File: src/rtl/tap_tempo_meter_pkg.sv
// Shared types and constants for the tap tempo meter.
// Imported by the top level and the divider.
package tap_tempo_meter_pkg;

    typedef enum logic [1:0] {
        S_IDLE   = 2'd0,
        S_TIMING = 2'd1,
        S_DIVIDE = 2'd2
    } state_t;

    localparam int LATENCY    = 33;
    localparam int DIV_BITS   = 28;
    localparam int DVS_BITS   = 26;
    localparam int CNT_BITS   = 24;
    localparam int HIST_DEPTH = 4;
    localparam int BPM_MAX    = 255;

    // Clamp a wide quotient into the 8-bit BPM range.
    function automatic logic [7:0] sat_bpm(input logic [DIV_BITS-1:0] q);
        return (q > DIV_BITS'(BPM_MAX)) ? 8'(BPM_MAX) : q[7:0];
    endfunction

endpackage

File: src/rtl/tempo_divider.sv
// Sequential restoring divider, one quotient bit per cycle.
// Quotient is valid on the cycle o_done pulses.
module tempo_divider
    import tap_tempo_meter_pkg::*;
(
    input  logic                i_clk,
    input  logic                i_rst_n,
    input  logic                i_start,
    input  logic [DIV_BITS-1:0] i_dividend,
    input  logic [DVS_BITS-1:0] i_divisor,
    output logic                o_busy,
    output logic                o_done,
    output logic [DIV_BITS-1:0] o_quotient
);

    logic [DVS_BITS-1:0] r_rem;
    logic [DVS_BITS-1:0] r_dvs;
    logic [DIV_BITS-1:0] r_q;
    logic [4:0]          r_cnt;
    logic [DVS_BITS:0]   w_trial;
    logic [DVS_BITS:0]   w_diff;

    // rem < divisor, so the trial fits in one extra bit and
    // the top bit of the difference is the borrow.
    assign w_trial    = {r_rem, r_q[DIV_BITS-1]};
    assign w_diff     = w_trial - {1'b0, r_dvs};
    assign o_quotient = r_q;

    // Load on start, then shift/subtract until the bit count runs out.
    always_ff @(posedge i_clk or negedge i_rst_n) begin
        if (!i_rst_n) begin
            r_rem  <= '0;
            r_dvs  <= '0;
            r_q    <= '0;
            r_cnt  <= '0;
            o_busy <= 1'b0;
            o_done <= 1'b0;
        end else begin
            o_done <= 1'b0;
            if (i_start) begin
                r_rem  <= '0;
                r_dvs  <= i_divisor;
                r_q    <= i_dividend;
                r_cnt  <= 5'(DIV_BITS);
                o_busy <= 1'b1;
            end else if (o_busy) begin
                if (r_cnt != 5'd0) begin
                    if (!w_diff[DVS_BITS]) begin
                        r_rem <= w_diff[DVS_BITS-1:0];
                        r_q   <= {r_q[DIV_BITS-2:0], 1'b1};
                    end else begin
                        r_rem <= w_trial[DVS_BITS-1:0];
                        r_q   <= {r_q[DIV_BITS-2:0], 1'b0};
                    end
                    r_cnt <= r_cnt - 5'd1;
                end else begin
                    o_busy <= 1'b0;
                    o_done <= 1'b1;
                end
            end
        end
    end

endmodule

File: src/rtl/tap_tempo_meter.sv
// Tap tempo meter: times taps, averages the last four
// intervals and reports the tempo as an 8-bit BPM value.
module tap_tempo_meter
    import tap_tempo_meter_pkg::*;
#(
    parameter int CLK_HZ          = 1000000,
    parameter int DEBOUNCE_CYCLES = 20000,
    parameter int TIMEOUT_CYCLES  = 2000000,
    parameter int DEFAULT_BPM     = 120
) (
    input  logic       i_clk,
    input  logic       i_rst_n,
    input  logic       i_tap,
    output logic [7:0] o_bpm,
    output logic       o_bpm_update,
    output logic       o_active,
    output logic       o_beat
);

    localparam int CLKS_PER_MIN = 60 * CLK_HZ;
    localparam logic [CNT_BITS-1:0] DEB = CNT_BITS'(DEBOUNCE_CYCLES);
    localparam logic [CNT_BITS-1:0] TMO = CNT_BITS'(TIMEOUT_CYCLES);

    logic r_sync0;
    logic r_sync1;
    logic r_prev;
    logic r_tap_pulse;

    state_t              r_state;
    logic [CNT_BITS-1:0] r_cnt;
    logic [2:0]          r_n;
    // The newest interval plus these three make the four-deep window.
    logic [CNT_BITS-1:0] r_hist [HIST_DEPTH-1];

    logic                w_timeout;
    logic                w_long;
    logic [2:0]          w_n_next;
    logic [DIV_BITS-1:0] w_dividend;
    logic [DVS_BITS-1:0] w_divisor;
    logic                w_start;
    logic                w_div_busy;
    logic                w_div_done;
    logic [DIV_BITS-1:0] w_quot;

    assign w_timeout  = (r_cnt >= TMO);
    assign w_long     = (r_cnt >= DEB);
    assign w_n_next   = (r_n == 3'(HIST_DEPTH)) ? r_n : r_n + 3'd1;
    assign w_dividend = DIV_BITS'(CLKS_PER_MIN * int'(w_n_next));
    assign w_divisor  = DVS_BITS'(r_cnt)
                      + DVS_BITS'(r_hist[0])
                      + DVS_BITS'(r_hist[1])
                      + DVS_BITS'(r_hist[2]);
    assign w_start    = (r_state == S_TIMING) && !w_timeout
                      && r_tap_pulse && w_long && !w_div_busy;

    // Synchronise the raw tap and turn its rising edge into a pulse.
    always_ff @(posedge i_clk or negedge i_rst_n) begin
        if (!i_rst_n) begin
            r_sync0     <= 1'b0;
            r_sync1     <= 1'b0;
            r_prev      <= 1'b0;
            r_tap_pulse <= 1'b0;
        end else begin
            r_sync0     <= i_tap;
            r_sync1     <= r_sync0;
            r_prev      <= r_sync1;
            r_tap_pulse <= r_sync1 & ~r_prev;
        end
    end

    tempo_divider u_div (
        .i_clk      (i_clk),
        .i_rst_n    (i_rst_n),
        .i_start    (w_start),
        .i_dividend (w_dividend),
        .i_divisor  (w_divisor),
        .o_busy     (w_div_busy),
        .o_done     (w_div_done),
        .o_quotient (w_quot)
    );

    // Tempo FSM: counter, history, and all registered outputs.
    // The counter is set to 1 on a tap so that its value on the
    // next tap equals the number of cycles between the two taps.
    always_ff @(posedge i_clk or negedge i_rst_n) begin
        if (!i_rst_n) begin
            r_state      <= S_IDLE;
            r_cnt        <= '0;
            r_n          <= '0;
            r_hist       <= '{default: '0};
            o_bpm        <= 8'(DEFAULT_BPM);
            o_bpm_update <= 1'b0;
            o_active     <= 1'b0;
            o_beat       <= 1'b0;
        end else begin
            o_beat       <= 1'b0;
            o_bpm_update <= 1'b0;
            r_cnt        <= w_timeout ? TMO : r_cnt + CNT_BITS'(1);
            case (r_state)
                S_IDLE: begin
                    if (r_tap_pulse) begin
                        o_beat  <= 1'b1;
                        r_cnt   <= CNT_BITS'(1);
                        r_state <= S_TIMING;
                    end
                end
                S_TIMING: begin
                    if (w_timeout) begin
                        r_hist   <= '{default: '0};
                        r_n      <= '0;
                        o_active <= 1'b0;
                        r_state  <= S_IDLE;
                        if (r_tap_pulse) begin
                            o_beat  <= 1'b1;
                            r_cnt   <= CNT_BITS'(1);
                            r_state <= S_TIMING;
                        end
                    end else if (w_start) begin
                        o_beat    <= 1'b1;
                        r_cnt     <= CNT_BITS'(1);
                        r_hist[0] <= r_cnt;
                        r_hist[1] <= r_hist[0];
                        r_hist[2] <= r_hist[1];
                        r_n       <= w_n_next;
                        r_state   <= S_DIVIDE;
                    end
                end
                S_DIVIDE: begin
                    if (r_tap_pulse && w_long) begin
                        o_beat <= 1'b1;
                        r_cnt  <= CNT_BITS'(1);
                    end
                    if (w_div_done) begin
                        o_bpm        <= sat_bpm(w_quot);
                        o_bpm_update <= 1'b1;
                        o_active     <= 1'b1;
                        r_state      <= S_TIMING;
                    end
                end
                default: r_state <= S_IDLE;
            endcase
        end
    end

endmodule

File: config.mk
export PLATFORM = sky130hd
export DESIGN_NAME = tap_tempo_meter
export DESIGN_NICKNAME = d
export VERILOG_FILES = /design/src/rtl/tap_tempo_meter_pkg.sv /design/src/rtl/tempo_divider.sv /design/src/rtl/tap_tempo_meter.sv
export SDC_FILE = /design/constraint.sdc
export NUM_CORES = 1
export LEC_CHECK = 0
export ABC_AREA = 1
export ABC_CLOCK_PERIOD_IN_PS = 3100
export CELL_PAD_IN_SITES_DETAIL_PLACEMENT = 1
export CELL_PAD_IN_SITES_GLOBAL_PLACEMENT = 1
export CORE_AREA = 2 2 188 190
export DETAILED_ROUTE_END_ITERATION = 6
export DIE_AREA = 0 0 190 192
export PLACE_DENSITY = 0.74
export SLEW_MARGIN = 20
export SYNTH_ARGS = -nofsm -noshare
export SYNTH_HDL_FRONTEND = slang
export SYNTH_SLANG_ARGS = --single-unit
File: constraint.sdc
create_clock -name i_clk -period 3.1 [get_ports i_clk]
set_clock_uncertainty 0.1 [all_clocks]
set_input_delay 0.62 -clock i_clk [delete_from_list [all_inputs] [get_ports i_clk]]
set_output_delay 0.62 -clock i_clk [all_outputs]
set_load 0.01 [all_outputs]
==> impl_metrics.toml, run 1 <==
[timing]
rsz0062_at_grt = "true"
period_needed_ps = 3047
period_share = 0.9829
slew_headroom = 0.4794
hold_ws_ps = 263.2
setup_viol = 0
fmax_mhz = 328.2
worst_pin_slew_ps = 780.9
final_hold_viol_count = 0
slew_viol_final = 0

[cts]
h-tree-depth = 1
ctsLongestPathBuffers = 3
cts-root-buf = "clkbuf_16"
cts-buffers-inserted = 25
clk_latency_ps = 540
cts_sinks = 203
cts_tree = "done"
clkTransAtPathRegs_ps = 60

[die]
die_h_um = 192
dieWidth_um = 190
fp.dieArea_um2 = 36480
core_um2 = 34290
num_rows = 68
start_util = 0.4072
io_pins = 14

[layout]
num_antenna_cells = 0
drive_gt1_frac = 0.1820
final_common_cell = "nand2_1"
syn2layout_area_growth_pct = 20.15
finalNetCount = 2035
final_cell_mix = "446 x nand2_1, 306 x inv_1, 198 x dfrtp_1"

[drt]
dr.pass1.iters = 4
drc = 0
wl_per_cell_um = 17.87
via_count = 12280
first_iter_violations = 582
avgViaCountPerCell = 5.140
ant_nets = 0
wl_um = 42690

[synthesis]
yosysWarnings = 0
synth-edff-count = 0
yosysSeqAreaShare = 0.3642
ys_ff_latch = 203
synthesis.instances = 1789
ys_types = 42
yosysTopAreaCell = "dfrtp_1"
synth-main-ff-cell = "dfrtp_1"
yosysTopAreaCellShare = 0.3567
synthTopCellsByArea = "dfrtp_1 36%, nand2_1 12%, inv_1 8.8%"
syn_avg_cell_area_um2 = 7.804
synth-async-reset-ratio = 1.000
mappedNetlistArea_um2 = 13960

[worst_setup_path]
crit_path_cell_trace = "inv_1 -> fa_1 -> fa_1 -> inv_1 -> ha_4 -> nand2_4 -> inv_1 -> a21oi_2 -> buf_4 -> nand2_1 -> nand2_1 -> nand3_1 -> xor2_1 -> nand2_1 -> nand2_1"
cp_num_buf_inv = 4
cpPeakStageDelay_ps = 520
cp_slowest_cell = "fa_1"
required_ps = 3410
cp_max_fo = 4
critPathArrivalTime_ps = 3360
crit_top_cell = "nand2_1"
path_class = "reg2reg"
critical-path-top-delay-family = "adder cells"
crit_path_end_kind = "register"
crit_path_start_kind = "register"

[placed_design]
dp_hpwl_um = 31680
numPortBuffers = 13
place.gp.congestion = 0.9113

[worst_hold_path]
min_path_type = "reg2reg"

[grt]
grt_max_degree = 78
grt_pass1_wl_um = 69160
grt_pass1_vias = 13326
antenna_found_initial = 0
grtUsageTotal = 0.2364
overflow = 0

[power_and_ir_drop]
p_per_area_nw_per_um2 = 792.8
power_uw = 13300
peakVddDrop_uv = 705.3
leakage_uw = 0.008251

[flow_run]
cap_viol_max_count = 0

[outcome]
status = "finished clean"
==> cells in the mapped netlist, types with 2 or more instances <==
| cell | count |
|---|---|
| nand2_1 | 463 |
| inv_1 | 326 |
| dfrtp_1 | 199 |
| nand3_1 | 172 |
| nor2_1 | 111 |
| ha_1 | 64 |
| o21ai_0 | 59 |
| a21oi_1 | 56 |
| o22ai_2 | 56 |
| fa_1 | 51 |
| nand4_1 | 32 |
| xor2_1 | 24 |
| xnor2_1 | 21 |
| buf_2 | 20 |
| nor3_1 | 15 |
| o22ai_1 | 13 |
| clkbuf_1 | 11 |
| inv_2 | 11 |
| o21ai_1 | 10 |
| buf_6 | 9 |
| nor4_1 | 9 |
| nand3b_1 | 8 |
| nand2_2 | 6 |
| o21bai_1 | 6 |
| a21o_1 | 4 |
| buf_4 | 4 |
| dfstp_2 | 4 |
| nand3_2 | 4 |
| o211ai_1 | 4 |
| o21a_1 | 3 |
| nor2_2 | 2 |
| or2_2 | 2 |
==> per-layer routing <==
metal / wire, µm / share of wire / global-route usage / vias up
li1: - / - / - / 5934
met5: 0 / 0 / 0 / -
met2: 21300 / 0.50 / 0.4196 / 149
met3: 1151 / 0.027 / 0.02156 / 60
met4: 1076 / 0.025 / 0.06559 / 0
met1: 19170 / 0.45 / 0.3082 / 6137
==> through the flow <==
stage          cells  TNS, ps    util  setup slack, ps  instance area (µm²)
3_5_place_dp    2334    -1314  0.4479           -165.5                15360
4_1_cts         2379   -29.51  0.4780           -29.51                16390
6_report        2389        0  0.4892            53.05                16770
3_3_place_gp    2334   -616.0  0.4479           -191.9                15360
2_1_floorplan   1791        0       -            70.47                13970
5_1_grt         2389   -454.2  0.4892           -88.36                16770
==> layout make-up <==
cell class,instances,area (µm²)
multi-input combinational,1205,7770
clock buffer,33,705.7
sequential,203,5086
clock inverter,11,212.7
tap,455,569.3
inverter,338,1269
fill,4172,17510
timing repair buffer,144,1161
==> sequential cells by signal, indices dropped and copies added (netlist names), 2 cells and up <==
register          cells
r_n                   3
u_div.o_quotient     28
r_state               2
r_hist               72
u_div.r_rem          26
o_bpm                 8
u_div.r_cnt           5
r_cnt                24
u_div.r_dvs          26
==> power breakdown <==
part / leakage, µW / switching [µW] / total, µW / internal (µW)
Clock: 0.000453 / 1190 / 3280 / 2090
Sequential: 0.00269 / 361 / 3470 / 3110
Combinational: 0.00510 / 4340 / 6550 / 2200
==> final timing paths <==
kind                            cells after the start                  start  slack, ps                     endpoint
worst min register to register                      0      r_sync0$_DFF_PN0_        260            r_sync1$_DFF_PN0_
worst min-delay path                                0      r_sync0$_DFF_PN0_        260            r_sync1$_DFF_PN0_
max in group asynchronous                           3                i_rst_n       1620         o_bpm[4]$_DFFE_PN1P_
worst max register to register                     15  r_hist[8]$_DFFE_PN0P_         50  u_div.r_dvs[18]$_DFFE_PN0N_
worst max-delay path                               15  r_hist[8]$_DFFE_PN0P_         50  u_div.r_dvs[18]$_DFFE_PN0N_
min in group asynchronous                           2                i_rst_n        480       r_hist[60]$_DFFE_PN0P_
==> what timing repair did <==
item,4_1_cts,5_1_grt
pin swaps,1,44
setup buffers,0,11
setup endpoints to repair,15,35
resized for setup,28,83
hold buffers,1,0
endpoints found under the hold margin,38,0
==> logic make-up (layout without fill, tap and decap cells) <==
group                    count (synthesis)  after routing  synth area share
buffers and inverters                  383            526            0.1107
AO/OA/AOI/OAI                          214            214            0.1117
flip-flops                             203            203            0.3642
AND/OR/NAND/NOR                        828            828            0.2544
adder cells (fa/ha/maj)                115            115            0.1305
other                                    1              3         0.0002686
XOR/XNOR                                45             45           0.02823
(Power assumes the default switching activity.)
==> run 2: changes to the inputs <==
--- a/config.mk
+++ b/config.mk
@@ -13,6 +13,7 @@
 export DETAILED_ROUTE_END_ITERATION = 6
 export DIE_AREA = 0 0 190 192
 export PLACE_DENSITY = 0.74
+export REMOVE_ABC_BUFFERS = 1
 export SLEW_MARGIN = 20
 export SYNTH_ARGS = -nofsm -noshare
 export SYNTH_HDL_FRONTEND = slang
==> run 2 against run 1 <==
Against the previous run: largest cell class unchanged; flip-flop and latch count stayed put; clock-buffer cell count is 4 higher; power is 0.78% lower; sequential share of layout area is 0.15 points lower; clock power is 2% lower; final cell count is 0.25% higher; non-clock buffer count is 4 higher.
==> impl_metrics.toml, run 2 (synthesis gave the netlist of run 1 again) <==
[grt]
grtUsageTotal = 0.2362
antenna_found_initial = 0
grt_pass1_vias = 13275
overflow = 0
grt_pass1_wl_um = 68820
grt_max_degree = 78

[layout]
fillers = 4191
largest_reg_flops = 72
regArea_um2 = 5086
drive_gt1_frac = 0.1907
final_common_cell = "nand2_1"
finalCoreUtilization = 0.4916
num_antenna_cells = 0
finalNetCount = 2039
final_cell_mix = "444 x nand2_1, 301 x inv_1, 198 x dfrtp_1"
multi_input_area_um2 = 7824
syn2layout_area_growth_pct = 20.74
largest_register = "r_hist"

[power_and_ir_drop]
p_per_area_nw_per_um2 = 782.8
p_clk_frac = 0.244
power_uw = 13190
p_sw_frac = 0.4460
p_sw_uw = 5885
power.internal_uw = 7309
peakVddDrop_uv = 796.6
p_seq_frac = 0.263
leakage_uw = 0.008267
power_frac_comb = 0.493

[drt]
avgViaCountPerCell = 5.161
top_layer = "met4"
via_count = 12360
first_iter_violations = 582
route.met2.wl_um = 21380
m1WireLength_um = 19520
ant_nets = 0
drc = 0
wl_per_cell_um = 18.00
wl_um = 43110
route.met3.wl_um = 1068
dr.pass1.iters = 5

[timing]
finalSetupTns_ps = 0
slew_headroom = 0.3954
fmax_mhz = 326.7
slew_viol_final = 0
fin_ws_ps = 39.01
worst_pin_slew_ps = 906.8
final_hold_viol_count = 0
setup_viol = 0
rsz0062_at_grt = "true"
period_needed_ps = 3061
hold_ws_ps = 269.7
period_share = 0.9874

[cts]
cts-buffers-inserted = 25
ctsLongestPathBuffers = 3
cts_tree = "done"
cts_sinks = 203
h-tree-depth = 1
clk_latency_ps = 550
clkTransAtPathRegs_ps = 60
cts-root-buf = "clkbuf_16"

[placed_design]
numPortBuffers = 13
dpl_worst_slack_ps = -222.8
dp_hpwl_um = 31720
place.gp.congestion = 0.9219

[flow_run]
cap_viol_max_count = 0

[die]
io_pins = 14
die_h_um = 192
num_rows = 68
core_um2 = 34290
dieWidth_um = 190
start_util = 0.4072
fp.dieArea_um2 = 36480

[worst_setup_path]
path_class = "reg2reg"
cpPeakStageDelay_ps = 560
worstRegToRegCells = 15
crit_top_cell = "nand2_1"
critPathArrivalTime_ps = 3400
cp_max_fo = 4
crit_path_cell_trace = "inv_2 -> fa_1 -> fa_1 -> inv_2 -> ha_4 -> nand2_1 -> inv_1 -> buf_4 -> nand2_1 -> nand2_1 -> a21oi_1 -> nand3_1 -> xor2_1 -> nand2_1 -> nand2_1"
crit_path_start_kind = "register"
cp_slowest_cell = "fa_1"
crit_path_end_kind = "register"
required_ps = 3440
ff2ff_setup_slack_ps = 40

[outcome]
status = "finished clean"

[worst_hold_path]
min_path_cells = 0
min_path_type = "reg2reg"
## run 2: layout make-up
| cell class | instances | share of cell area |
|---|---|---|
| clock buffers | 37 | 0.04394 |
| clock inverters | 9 | 0.009872 |
| inverters | 338 | 0.07527 |
| multi-input cells | 1205 | 0.4641 |
| flip-flops and latches | 203 | 0.3017 |
| well taps | 455 | 0.03377 |
| repair buffers | 148 | 0.07126 |
## run 2: final timing paths
kind                                     startpoint                     endpoint
worst max-delay path            r_cnt[13]$_DFF_PN0_  u_div.r_dvs[18]$_DFFE_PN0N_
worst min-delay path              r_sync0$_DFF_PN0_            r_sync1$_DFF_PN0_
worst max register to register  r_cnt[13]$_DFF_PN0_  u_div.r_dvs[18]$_DFFE_PN0N_
worst min register to register    r_sync0$_DFF_PN0_            r_sync1$_DFF_PN0_
max in group asynchronous                   i_rst_n           r_cnt[0]$_DFF_PN0_
min in group asynchronous                   i_rst_n   u_div.r_rem[8]$_DFFE_PN0P_
## run 2: repair_timing
| action | CTS | global route |
|---|---|---|
| endpoints found under the hold margin | 2 | 0 |
| buffers inserted | 0 | 6 |
| setup endpoints to repair | 13 | 25 |
| resized for setup | 27 | 101 |
| pin swaps | 3 | 49 |
| hold buffers | 1 | 0 |
## run 2: stage by stage
step	cells	area, µm²
floorplan	1746	13690
global placement	2342	15430
detailed placement	2342	15430
CTS	2389	16440
global route	2395	16860
finish	2395	16860
## run 2: routing by layer
metal / vias up / GRT usage
met3: 78 / 0.02339
met1: 6210 / 0.3093
met5: - / 0
met2: 143 / 0.4180
met4: 0 / 0.06112
li1: 5929 / -
## run 2: worst max-delay path: cells and delay by family, from the launching register on
family	cells	cell delay [ps]
adder cells (fa/ha/maj)	3	1310
AND/OR/NAND/NOR	6	500
flip-flops	1	370
buffers and inverters	4	320
XOR/XNOR	1	180
AO/OA/AOI/OAI	1	170
## run 2: power by group through the flow
stage               registers [µW]  clock network (µW)  logic [µW]
floorplan                     3410                   0        4390
global placement              3480                   0        6190
detailed placement            3510                   0        6400
CTS                           3470                3270        6460
global route                  3530                3370        7360
finish                        3470                3210        6510
